==> src/rtl/spi_pkg.sv <==
// Shared SPI definitions: state encoding, default timing constants and a
// small helper for the terminal count of a phase counter.
package spi_pkg;

  // Default timing, in sys_clk cycles
  localparam int unsigned DEF_CLK_DIV  = 4;
  localparam int unsigned DEF_CS_SETUP = 2;
  localparam int unsigned DEF_CS_HOLD  = 2;
  localparam int unsigned DEF_CS_GAP   = 2;

  localparam int unsigned BITS_PER_XFER = 8;

  // Master state encoding (plain constants so older tools can share them)
  localparam logic [2:0] ST_IDLE  = 3'd0;
  localparam logic [2:0] ST_SETUP = 3'd1;
  localparam logic [2:0] ST_LOW   = 3'd2;
  localparam logic [2:0] ST_HIGH  = 3'd3;
  localparam logic [2:0] ST_HOLD  = 3'd4;
  localparam logic [2:0] ST_GAP   = 3'd5;

  // True on the last cycle of a phase that lasts len cycles (len in 1..255)
  function automatic logic phase_last(input logic [7:0] cnt, input int unsigned len);
    return cnt == 8'(len - 1);
  endfunction

endpackage

==> src/rtl/spi_master.sv <==
// SPI master, mode 0, one byte per transfer, MSB first.
// Frame: CS_N falls, setup delay, 8 SCK periods, hold delay, CS_N rises,
// minimum gap, then done is pulsed together with the received byte.
module spi_master
  import spi_pkg::*;
#(
  parameter int unsigned CLK_DIV  = DEF_CLK_DIV,
  parameter int unsigned CS_SETUP = DEF_CS_SETUP,
  parameter int unsigned CS_HOLD  = DEF_CS_HOLD,
  parameter int unsigned CS_GAP   = DEF_CS_GAP
) (
  input  logic       sys_clk,
  input  logic       rst_n,
  input  logic       start,
  input  logic [7:0] txd_data,
  input  logic       MISO,
  output logic       CS_N,
  output logic       SCK,
  output logic       MOSI,
  output logic [7:0] rxd_data,
  output logic       busy,
  output logic       done
);

  logic [2:0] state_q, state_d;
  logic [7:0] phase_q, phase_d;   // cycles spent in the current state
  logic [3:0] bit_q, bit_d;       // completed SCK periods
  logic [7:0] tx_q, tx_d;         // bit being driven on MOSI sits in [7]
  logic [7:0] rx_q, rx_d;         // receive shift register, fills from LSB
  logic [7:0] rxd_q, rxd_d;
  logic       cs_n_q, cs_n_d;
  logic       sck_q, sck_d;
  logic       mosi_q, mosi_d;
  logic       busy_q, busy_d;
  logic       done_q, done_d;
  logic [3:0] bit_inc;

  // Saturating bit count so a stray extra HIGH phase can never wrap to 0
  assign bit_inc = (bit_q == 4'(BITS_PER_XFER)) ? bit_q : bit_q + 4'd1;

  // Next-state and output logic for the transfer sequencer
  always_comb begin
    // NOTE: every signal gets a default before the case so no path leaves
    // one unassigned, which would otherwise infer a latch.
    state_d = state_q;
    phase_d = phase_q + 8'd1;
    bit_d   = bit_q;
    tx_d    = tx_q;
    rx_d    = rx_q;
    rxd_d   = rxd_q;
    cs_n_d  = cs_n_q;
    sck_d   = sck_q;
    mosi_d  = mosi_q;
    busy_d  = busy_q;
    done_d  = 1'b0;

    case (state_q)
      ST_IDLE: begin
        phase_d = 8'd0;
        if (start) begin
          state_d = ST_SETUP;
          bit_d   = 4'd0;
          tx_d    = txd_data;
          rx_d    = 8'h00;
          cs_n_d  = 1'b0;
          sck_d   = 1'b0;
          mosi_d  = txd_data[7];
          busy_d  = 1'b1;
        end
      end

      ST_SETUP: begin
        if (phase_last(phase_q, CS_SETUP)) begin
          state_d = ST_LOW;
          phase_d = 8'd0;
        end
      end

      ST_LOW: begin
        if (phase_last(phase_q, CLK_DIV)) begin
          // Rising SCK edge: MISO has been stable for the whole low phase
          state_d = ST_HIGH;
          phase_d = 8'd0;
          sck_d   = 1'b1;
          rx_d    = {rx_q[6:0], MISO};
        end
      end

      ST_HIGH: begin
        if (phase_last(phase_q, CLK_DIV)) begin
          phase_d = 8'd0;
          sck_d   = 1'b0;
          bit_d   = bit_inc;
          if (bit_inc >= 4'(BITS_PER_XFER)) begin
            state_d = ST_HOLD;
            mosi_d  = 1'b0;
          end else begin
            state_d = ST_LOW;
            tx_d    = {tx_q[6:0], 1'b0};
            mosi_d  = tx_q[6];
          end
        end
      end

      ST_HOLD: begin
        if (phase_last(phase_q, CS_HOLD)) begin
          state_d = ST_GAP;
          phase_d = 8'd0;
          cs_n_d  = 1'b1;
        end
      end

      ST_GAP: begin
        if (phase_last(phase_q, CS_GAP)) begin
          state_d = ST_IDLE;
          phase_d = 8'd0;
          bit_d   = 4'd0;
          rxd_d   = rx_q;
          done_d  = 1'b1;
          busy_d  = 1'b0;
        end
      end

      default: begin
        state_d = ST_IDLE;
        phase_d = 8'd0;
        bit_d   = 4'd0;
        cs_n_d  = 1'b1;
        sck_d   = 1'b0;
        mosi_d  = 1'b0;
        busy_d  = 1'b0;
      end
    endcase
  end

  // State and output registers; reset puts the bus in its idle levels
  always_ff @(posedge sys_clk or negedge rst_n) begin
    if (!rst_n) begin
      state_q <= ST_IDLE;
      phase_q <= 8'd0;
      bit_q   <= 4'd0;
      tx_q    <= 8'h00;
      rx_q    <= 8'h00;
      rxd_q   <= 8'h00;
      cs_n_q  <= 1'b1;
      sck_q   <= 1'b0;
      mosi_q  <= 1'b0;
      busy_q  <= 1'b0;
      done_q  <= 1'b0;
    end else begin
      // NOTE: non-blocking assignments so every register samples the values
      // from before this edge, independent of statement order.
      state_q <= state_d;
      phase_q <= phase_d;
      bit_q   <= bit_d;
      tx_q    <= tx_d;
      rx_q    <= rx_d;
      rxd_q   <= rxd_d;
      cs_n_q  <= cs_n_d;
      sck_q   <= sck_d;
      mosi_q  <= mosi_d;
      busy_q  <= busy_d;
      done_q  <= done_d;
    end
  end

  assign CS_N     = cs_n_q;
  assign SCK      = sck_q;
  assign MOSI     = mosi_q;
  assign rxd_data = rxd_q;
  assign busy     = busy_q;
  assign done     = done_q;

endmodule
==> config.mk <==
export PLATFORM = sky130hd
export DESIGN_NAME = spi_master
export DESIGN_NICKNAME = d
export VERILOG_FILES = /design/src/rtl/spi_pkg.sv /design/src/rtl/spi_master.sv
export SDC_FILE = /design/constraint.sdc
export NUM_CORES = 1
export LEC_CHECK = 0
export ABC_AREA = 0
export ABC_CLOCK_PERIOD_IN_PS = 2800
export CAP_MARGIN = 20
export CORE_UTILIZATION = 28
export DETAILED_ROUTE_END_ITERATION = 7
export SYNTH_ARGS = -nofsm -noshare
export SYNTH_HDL_FRONTEND = slang
export SYNTH_SLANG_ARGS = --single-unit
==> constraint.sdc <==
create_clock -name sys_clk -period 2.8 [get_ports sys_clk]
set_input_delay 0.42 -clock sys_clk [delete_from_list [all_inputs] [get_ports sys_clk]]
set_output_delay 0.42 -clock sys_clk [all_outputs]
set_load 0.05 [all_outputs]
# Yosys cells after proc, flatten, opt, wreduce, memory -nomap -nowiden
# Cells that the tools add are included.
# Widths: inputs -> output; s select.
# word_totals
ff_bits	43
input_bits	12
output_inout_bits	13
# op_classes
addsub	2
magnitude_cmp	1
eq_ne	15
n_mux	38
bitwise_logic	5
n_reduce_logical	18
# ops
operator	count
$mux 8	4
$pmux 8 s2	2
$mux 3	7
$mux 7	3
$pmux 3 s6	1
$mux 4	4
$pmux 4 s4	1
$ne 2x2->1 const B	7
$pmux 7 s2	1
$reduce_and 3->1	4
$reduce_and 4->1	3
$reduce_or 4->1	3
$mux 1	11
$pmux 1 s3	3
$add 8x1->8 const B	1
$eq 8x1->1 const B	1
$eq 8x2->1 const B	1
$eq 3x2->1 const B	2
$eq 3x3->1 const B	2
$reduce_and 6->1	1
$reduce_or 3->1	2
$not 1->1	5
$add 4x1->4 const B	1
$eq 4x4->1 const B	1
other kinds (7)	8

# Logic depth before layout (Yosys ltp)
# Gate-level depths: netlist of the first run.
# logic_depth
word_depth	6
depth_mapped	7

# Worst setup path after synthesis of the first run
# OpenSTA, ideal clock, no wires.
# synth_timing
kind	register to register
from	register phase_q[2]
to	register state_q[0]
setup_time_ns	0.125
arrival_time_ns	1.815
required_ns	2.675
slack_ns	0.860
path_stages_with_launch	7
cell_sequence	dfrtp_1 -> nor4_4 -> and3_1 -> buf_6 -> o21ai_4 -> a211o_1 -> mux2_4
# synth_between
elab_chain_cells	3
elab_cells_between_ends	8
cone_classes	eq/ne (7); reduce/logical (1)
# synth_lines
element	line	text
from (decl)	spi_master.sv:26	logic [7:0] phase_q, phase_d;
from (signal assigned)	spi_master.sv:154	phase_q <= phase_d;
$eq 8x2->1 / $eq 8x1->1 (equally long branches)	spi_pkg.sv:23	return cnt == 8'(len - 1);
$ne 2x2->1 (no source line)	n/a	
$reduce_and 6->1 (no source line) (*)	n/a	
to (signal assigned)	spi_master.sv:153	state_q <= state_d;
to (decl)	spi_master.sv:25	logic [2:0] state_q, state_d;
# Every way passes the cells marked *; elsewhere a longest branch is shown, timed or not.
# A chain may end at the register's enable or synchronous reset.

# Final worst setup path of the first run
# Ends and elaborated chain as after synthesis.

==> impl_metrics.env, run 1 <==
export IMPL_status="completed"
export IMPL_area_growth_syn_to_layout_pct=21.0
export IMPL_grt_setup_unrepaired="no"
export IMPL_final_instance_area_sq_um=2500
export IMPL_postCtsSetupRepairBufs=0
export IMPL_num_vias=1477
export IMPL_floorplan_io_pins=25
export IMPL_gp_congestion=0.806
export IMPL_setup_viol=0
export IMPL_final_common_cell="sky130_fd_sc_hd__dfrtp_1"
export IMPL_achievable_frequency_ghz=0.459
export IMPL_insertedDiodeCount=0
export IMPL_post_synth_cell_area_avg_sq_um=10.3
export IMPL_fin_crit_ns=2.18
export IMPL_crit_path_dat_ns=2.37
export IMPL_vdd_drop_max_v=0.000326
export IMPL_start_util_pct=29.7
export IMPL_min_delay_path_class="input port to async pin"
export IMPL_dieWidth_um=87.9
export IMPL_cts_inserted_buffers=5
export IMPL_worst_endpoint_required_ns=2.99
export IMPL_post_synth_instance_area_sq_um=2070
export IMPL_detailed_place_hpwl_um=2710
export IMPL_clockRootBuffer="sky130_fd_sc_hd__clkbuf_8"
export IMPL_synth_enable_flop_cells=0
export IMPL_dr_pass1_iters=4
export IMPL_die_height_um=87.9
export IMPL_post_synth_num_cell_types=42
export IMPL_cts_num_sinks=43
export IMPL_cellLeakagePower_nw=1.10
export IMPL_grt_pass1_wl_um=6820
export IMPL_fp_coreArea_sq_um=6940
export IMPL_layout_drive_gt1_share_pct=11.8
export IMPL_startpoint_type="flip-flop"
export IMPL_detail_route_vias_per_cell=4.56
export IMPL_grt_antenna_before_repair=0
export IMPL_core_rowCount=30
export IMPL_dpl_instance_area_sq_um=2390
export IMPL_clk_pin_slew_worst_paths_ns=0.08
export IMPL_timing_setup_tns_ns=0
export IMPL_relSlewSlack_pct=39.9
export IMPL_worst_path_largest_cell_delay_ns=0.45
export IMPL_fill_cells=707
export IMPL_synth_net_count=217
export IMPL_via_count_of_the_first_global_routing_pass=1447
export IMPL_ys_ff_latch=43
export IMPL_post_route_drc_count=0
export IMPL_layout_common_cells="sky130_fd_sc_hd__dfrtp_1 (42), sky130_fd_sc_hd__nor2_1 (23), sky130_fd_sc_hd__clkdlybuf4s50_1 (23)"
export IMPL_finalNetCount=243
export IMPL_largest_net_degree_at_the_start_of_global_routing=44
export IMPL_power_density_cell_area_nw_per_um2=856
export IMPL_synth_seq_area_share_pct=52.2
export IMPL_crit_type="flip-flop to flip-flop"
export IMPL_worst_slew_pin_slew_ns=0.898
export IMPL_detailedRoute_firstIterationViolations=87
export IMPL_dieArea_sq_um=7730
export IMPL_avgRoutedWirePerCell_um=12.2
export IMPL_clk_latency_ns=0.30
export IMPL_final_hold_viol_count=0
export IMPL_post_synth_inst_count=201
export IMPL_cts_tree="built"
export IMPL_cts_htree_levels=2
export IMPL_fin_crit_sh_pct=77.8
export IMPL_remaining_overflow_grt=0
export IMPL_sequential_cell_area_sq_um=1080
export IMPL_multi_input_area_sq_um=908
export IMPL_grt_usage_pct=11.5
export IMPL_cts_hold_buf=0
export IMPL_crit_slowest_cell="sky130_fd_sc_hd__dfrtp_1"
export IMPL_max_clock_path_buffers=2
export IMPL_synth_flop_cell="sky130_fd_sc_hd__dfrtp_1"
export IMPL_cts_repair_resized=0
export IMPL_place_port_buffers=24
export IMPL_postSynth_asyncResetShare_pct=100
export IMPL_yosysWarnings=0
export IMPL_end_kind="flip-flop"
export IMPL_antenna_left=0
export IMPL_detail_route_wirelength_um=3960
export IMPL_timing_critical_path_cells="nor4_4 > and3_1 > o21ai_4 > a211o_1 > mux2_4"
export IMPL_timing_max_cap_violations=0
export IMPL_final_clock_skew_ns=0.00353
export IMPL_critical_path_max_fanout=7
export IMPL_final_max_slew_violation_count=0
-- cell families after synthesis --
| group | after synthesis | synth area share (%) |
|---|---|---|
| simple gates | 72 | 17.5 |
| xor+xnor | 8 | 3.39 |
| flops | 43 | 52.2 |
| mux | 16 | 8.48 |
| buf+inv | 19 | 3.88 |
| compound gates | 39 | 12.2 |
| fa+ha+maj | 4 | 2.42 |
-- registers in the layout, indices dropped and copies added (netlist names) --
signal and flops:
rxd_data 8, busy 1, CS_N 1, MOSI 1, done 1, tx_q 7, state_q 3, bit_q 4
rx_q 8, SCK 1, phase_q 8
-- final cells by class --
cell class              instances  area share, %
multi-input cells             139           36.4
clock buffers                   6           2.90
well taps                      96           4.81
clock inverters                 2          0.501
flip-flops and latches         43           43.1
repair buffers                 26           10.5
inverters                      12           1.80
-- power breakdown --
part	switching (mW)	internal [mW]	leakage, nW
clock network	0.215	0.174	0.0412
registers	0.162	0.787	0.565
logic	0.463	0.337	0.490
total	0.841	1.30	1.10
-- final timing paths --
check	from	slack, ns	endpoint	cells after the start
max	phase_q[2]	0.62	state_q[0]	5
min	rst_n	0.009	phase_q[0]	1
max reg2reg	phase_q[2]	0.62	state_q[0]	5
min reg2reg	tx_q[6]	0.49	tx_q[6]	2
max in group asynchronous	rst_n	2.25	CS_N	2
min in group sys_clk	tx_q[6]	0.49	tx_q[6]	2
-- layer usage --
layer / part of all wire, % / wire [um] / vias up / track usage, %
li1: - / - / 751 / -
met4: 1.4 / 57 / 0 / 4.02
met3: 3.4 / 135 / 7 / 2.83
met1: 51 / 2030 / 695 / 15.9
met5: 0 / 0 / - / 0
met2: 44 / 1740 / 24 / 17.5
-- per-stage QoR --
stage | std cells | hold WS, ns | setup WS [ns] | util [%] | power, mW
after floorplan | 201 | 0.124 | 0.860 | - | 1.56
after global placement | 315 | 0.458 | 0.533 | 34.5 | 1.74
after detailed placement | 315 | 0.475 | 0.536 | 34.5 | 1.76
after CTS | 323 | 0.307 | 0.633 | 35.7 | 2.16
after global routing | 324 | 0.0252 | 0.494 | 36.0 | 2.32
final | 324 | 0.00900 | 0.621 | 36.0 | 2.14
-- worst max-delay path: cells and delay by family (launching register included) --
| kind | cells | cell delay, ns |
|---|---|---|
| AO/OA/AOI/OAI | 2 | 0.47 |
| flip-flops | 1 | 0.45 |
| multiplexers | 1 | 0.31 |
| AND/OR/NAND/NOR | 2 | 0.84 |
-- Yosys cell counts (2+ instances only) --
library cell               count  area, sq um
sky130_fd_sc_hd__nand4_1       2         12.5
sky130_fd_sc_hd__o21ai_0      18         90.1
sky130_fd_sc_hd__nand3_1      14         70.1
sky130_fd_sc_hd__nand2b_1      2         12.5
sky130_fd_sc_hd__clkbuf_1      5         18.8
sky130_fd_sc_hd__xnor2_1       4         35.0
sky130_fd_sc_hd__nor3_1        3         15.0
sky130_fd_sc_hd__dfrtp_1      42         1050
sky130_fd_sc_hd__mux2_2        8         90.1
sky130_fd_sc_hd__nand2_1      14         52.6
sky130_fd_sc_hd__mux2i_1       7         70.1
sky130_fd_sc_hd__xor2_1        4         35.0
sky130_fd_sc_hd__or2_2         3         18.8
sky130_fd_sc_hd__ha_1          4         50.1
sky130_fd_sc_hd__a21oi_1       8         40.0
sky130_fd_sc_hd__and3_1        2         12.5
sky130_fd_sc_hd__nor2_1       23         86.3
sky130_fd_sc_hd__a21o_1        3         22.5
sky130_fd_sc_hd__inv_1        12         45.0
No activity file was read; power rests on OpenSTA's default activity.
==> inputs of run 2 (changes only) <==
- ABC_CLOCK_PERIOD_IN_PS: 2800 -> 1840
- clock period: 2.8 -> 1.84 ns (I/O delays scaled with it)
==> run 2 against run 1 <==
- the run now ends with setup timing left
- register-to-register slack worse by 0.67 ns
- first-iteration DRC count is 8.0% lower
- utilization is 4.1 points higher
- largest cell class unchanged
==> impl_metrics.env, run 2 (synthesized netlist as in run 1, its figures left out) <==
export IMPL_cts_htree_levels=2
export IMPL_fin_crit_sh_pct=103
export IMPL_final_hold_viol_count=0
export IMPL_setup_viol=2
export IMPL_post_route_drc_count=0
export IMPL_min_delay_path_class="input port to async pin"
export IMPL_timing_setup_tns_ns=-0.0489
export IMPL_start_util_pct=29.7
export IMPL_clk_pin_slew_worst_paths_ns=0.08
export IMPL_dieArea_sq_um=7730
export IMPL_die_height_um=87.9
export IMPL_dr_pass1_iters=4
export IMPL_area_growth_syn_to_layout_pct=34.9
export IMPL_cts_inserted_buffers=5
export IMPL_relSlewSlack_pct=64.5
export IMPL_post_route_util_pct=40.1
export IMPL_timing_critical_path_max_delay_family="simple AND/OR/NAND/NOR gates"
export IMPL_layout_common_cells="sky130_fd_sc_hd__dfrtp_1 (42), sky130_fd_sc_hd__buf_4 (29), sky130_fd_sc_hd__nor2_1 (23)"
export IMPL_numPlacedInstances=341
export IMPL_final_cell_count_no_fill=352
export IMPL_worst_endpoint_required_ns=2.02
export IMPL_worst_path_largest_cell_delay_ns=0.41
export IMPL_sequential_cell_area_sq_um=1080
export IMPL_vdd_drop_max_v=0.000559
export IMPL_worst_r2r_setup_slack_ns=-0.05
export IMPL_routed_top_layer="met4"
export IMPL_violations="setup timing"
export IMPL_grt_usage_pct=12.9
export IMPL_critical_path_max_fanout=4
export IMPL_fin_crit_ns=1.89
export IMPL_crit_path_dat_ns=2.07
export IMPL_place_port_buffers=24
export IMPL_insertedDiodeCount=0
export IMPL_dr_wl_met2_um=1890
export IMPL_power_density_cell_area_nw_per_um2=1350
export IMPL_multi_input_area_sq_um=943
export IMPL_preCtsSetupSlack_ns=-0.262
export IMPL_finalNetCount=271
export IMPL_gp_congestion=0.853
export IMPL_timing_max_cap_violations=0
export IMPL_post_route_worst_setup_slack_ns=-0.0477
export IMPL_clk_latency_ns=0.29
export IMPL_grt_pass1_wl_um=7610
export IMPL_final_clock_skew_ns=0.00762
export IMPL_grt_antenna_before_repair=0
export IMPL_final_common_cell="sky130_fd_sc_hd__dfrtp_1"
export IMPL_num_vias=1591
export IMPL_crit_type="flip-flop to flip-flop"
export IMPL_whs_ns=0.487
export IMPL_dieWidth_um=87.9
export IMPL_cts_tree="built"
export IMPL_core_rowCount=30
export IMPL_via_count_of_the_first_global_routing_pass=1634
export IMPL_path_buf_inv=0
export IMPL_detail_route_wirelength_um=4210
export IMPL_fill_cells=678
export IMPL_detailedRoute_firstIterationViolations=80
export IMPL_m1WireLength_um=2120
export IMPL_max_clock_path_buffers=2
export IMPL_detail_route_vias_per_cell=4.52
export IMPL_status="finished with violations"
export IMPL_cts_num_sinks=43
export IMPL_timing_critical_path_cells="nor4_4 > and3_4 > o21ai_4 > a211o_1 > mux2_4"
export IMPL_achievable_frequency_ghz=0.530
export IMPL_clockRootBuffer="sky130_fd_sc_hd__clkbuf_8"
export IMPL_avgRoutedWirePerCell_um=12.0
export IMPL_wl_met3_um=154
export IMPL_detailed_place_hpwl_um=3090
export IMPL_cellLeakagePower_nw=1.27
export IMPL_largest_net_degree_at_the_start_of_global_routing=24
export IMPL_end_kind="flip-flop"
export IMPL_crit_slowest_cell="sky130_fd_sc_hd__dfrtp_1"
export IMPL_worst_slew_pin_slew_ns=0.533
export IMPL_fp_coreArea_sq_um=6940
export IMPL_grt_setup_unrepaired="yes"
export IMPL_remaining_overflow_grt=0
export IMPL_floorplan_io_pins=25
export IMPL_layout_drive_gt1_share_pct=24.2
export IMPL_final_max_slew_violation_count=0
export IMPL_startpoint_type="flip-flop"
export IMPL_antenna_left=0
run 2: path summary, 6_finish.rpt:
check                           start          to  cells after the start
min                             rst_n         SCK                      2
max in group asynchronous       rst_n        CS_N                      3
min reg2reg                   tx_q[5]     tx_q[5]                      2
max                        phase_q[4]  state_q[0]                      5
min in group sys_clk          tx_q[5]     tx_q[5]                      2
max reg2reg                phase_q[4]  state_q[0]                      5
run 2: layout make-up:
type / instances / area share [%]
inverters: 12 / 1.62
repair buffers: 54 / 17.3
well taps: 96 / 4.31
clock buffers: 6 / 2.96
flip-flops and latches: 43 / 38.7
clock inverters: 2 / 1.26
multi-input cells: 139 / 33.9
run 2: routing by layer:
metal / GRT usage [%] / vias to the layer above
met5: 0 / -
met3: 2.92 / 6
li1: - / 809
met2: 20.1 / 32
met4: 4.92 / 0
met1: 17.5 / 744
run 2: stage by stage:
| step | total power [mW] | cell area, sq um |
|---|---|---|
| CTS | 3.77 | 2760 |
| global route | 4.06 | 2790 |
| global placement | 2.92 | 2610 |
| finish | 3.76 | 2790 |
| detailed placement | 2.94 | 2610 |
| floorplan | 2.38 | 2070 |
run 2: repair_timing:
| action | CTS | global route |
|---|---|---|
| hold endpoints to repair | 20 | 0 |
| pin swaps | 2 | 4 |
| endpoints found under the setup margin | 8 | 14 |
| hold buffers | 1 | 0 |
| buffers inserted | 1 | 1 |
| gates resized for setup | 3 | 3 |
run 2: power breakdown:
group	total, mW	internal, mW	switching (mW)
registers	1.39	1.20	0.189
clock network	0.763	0.439	0.324
logic	1.61	0.761	0.846
total	3.76	2.40	1.36
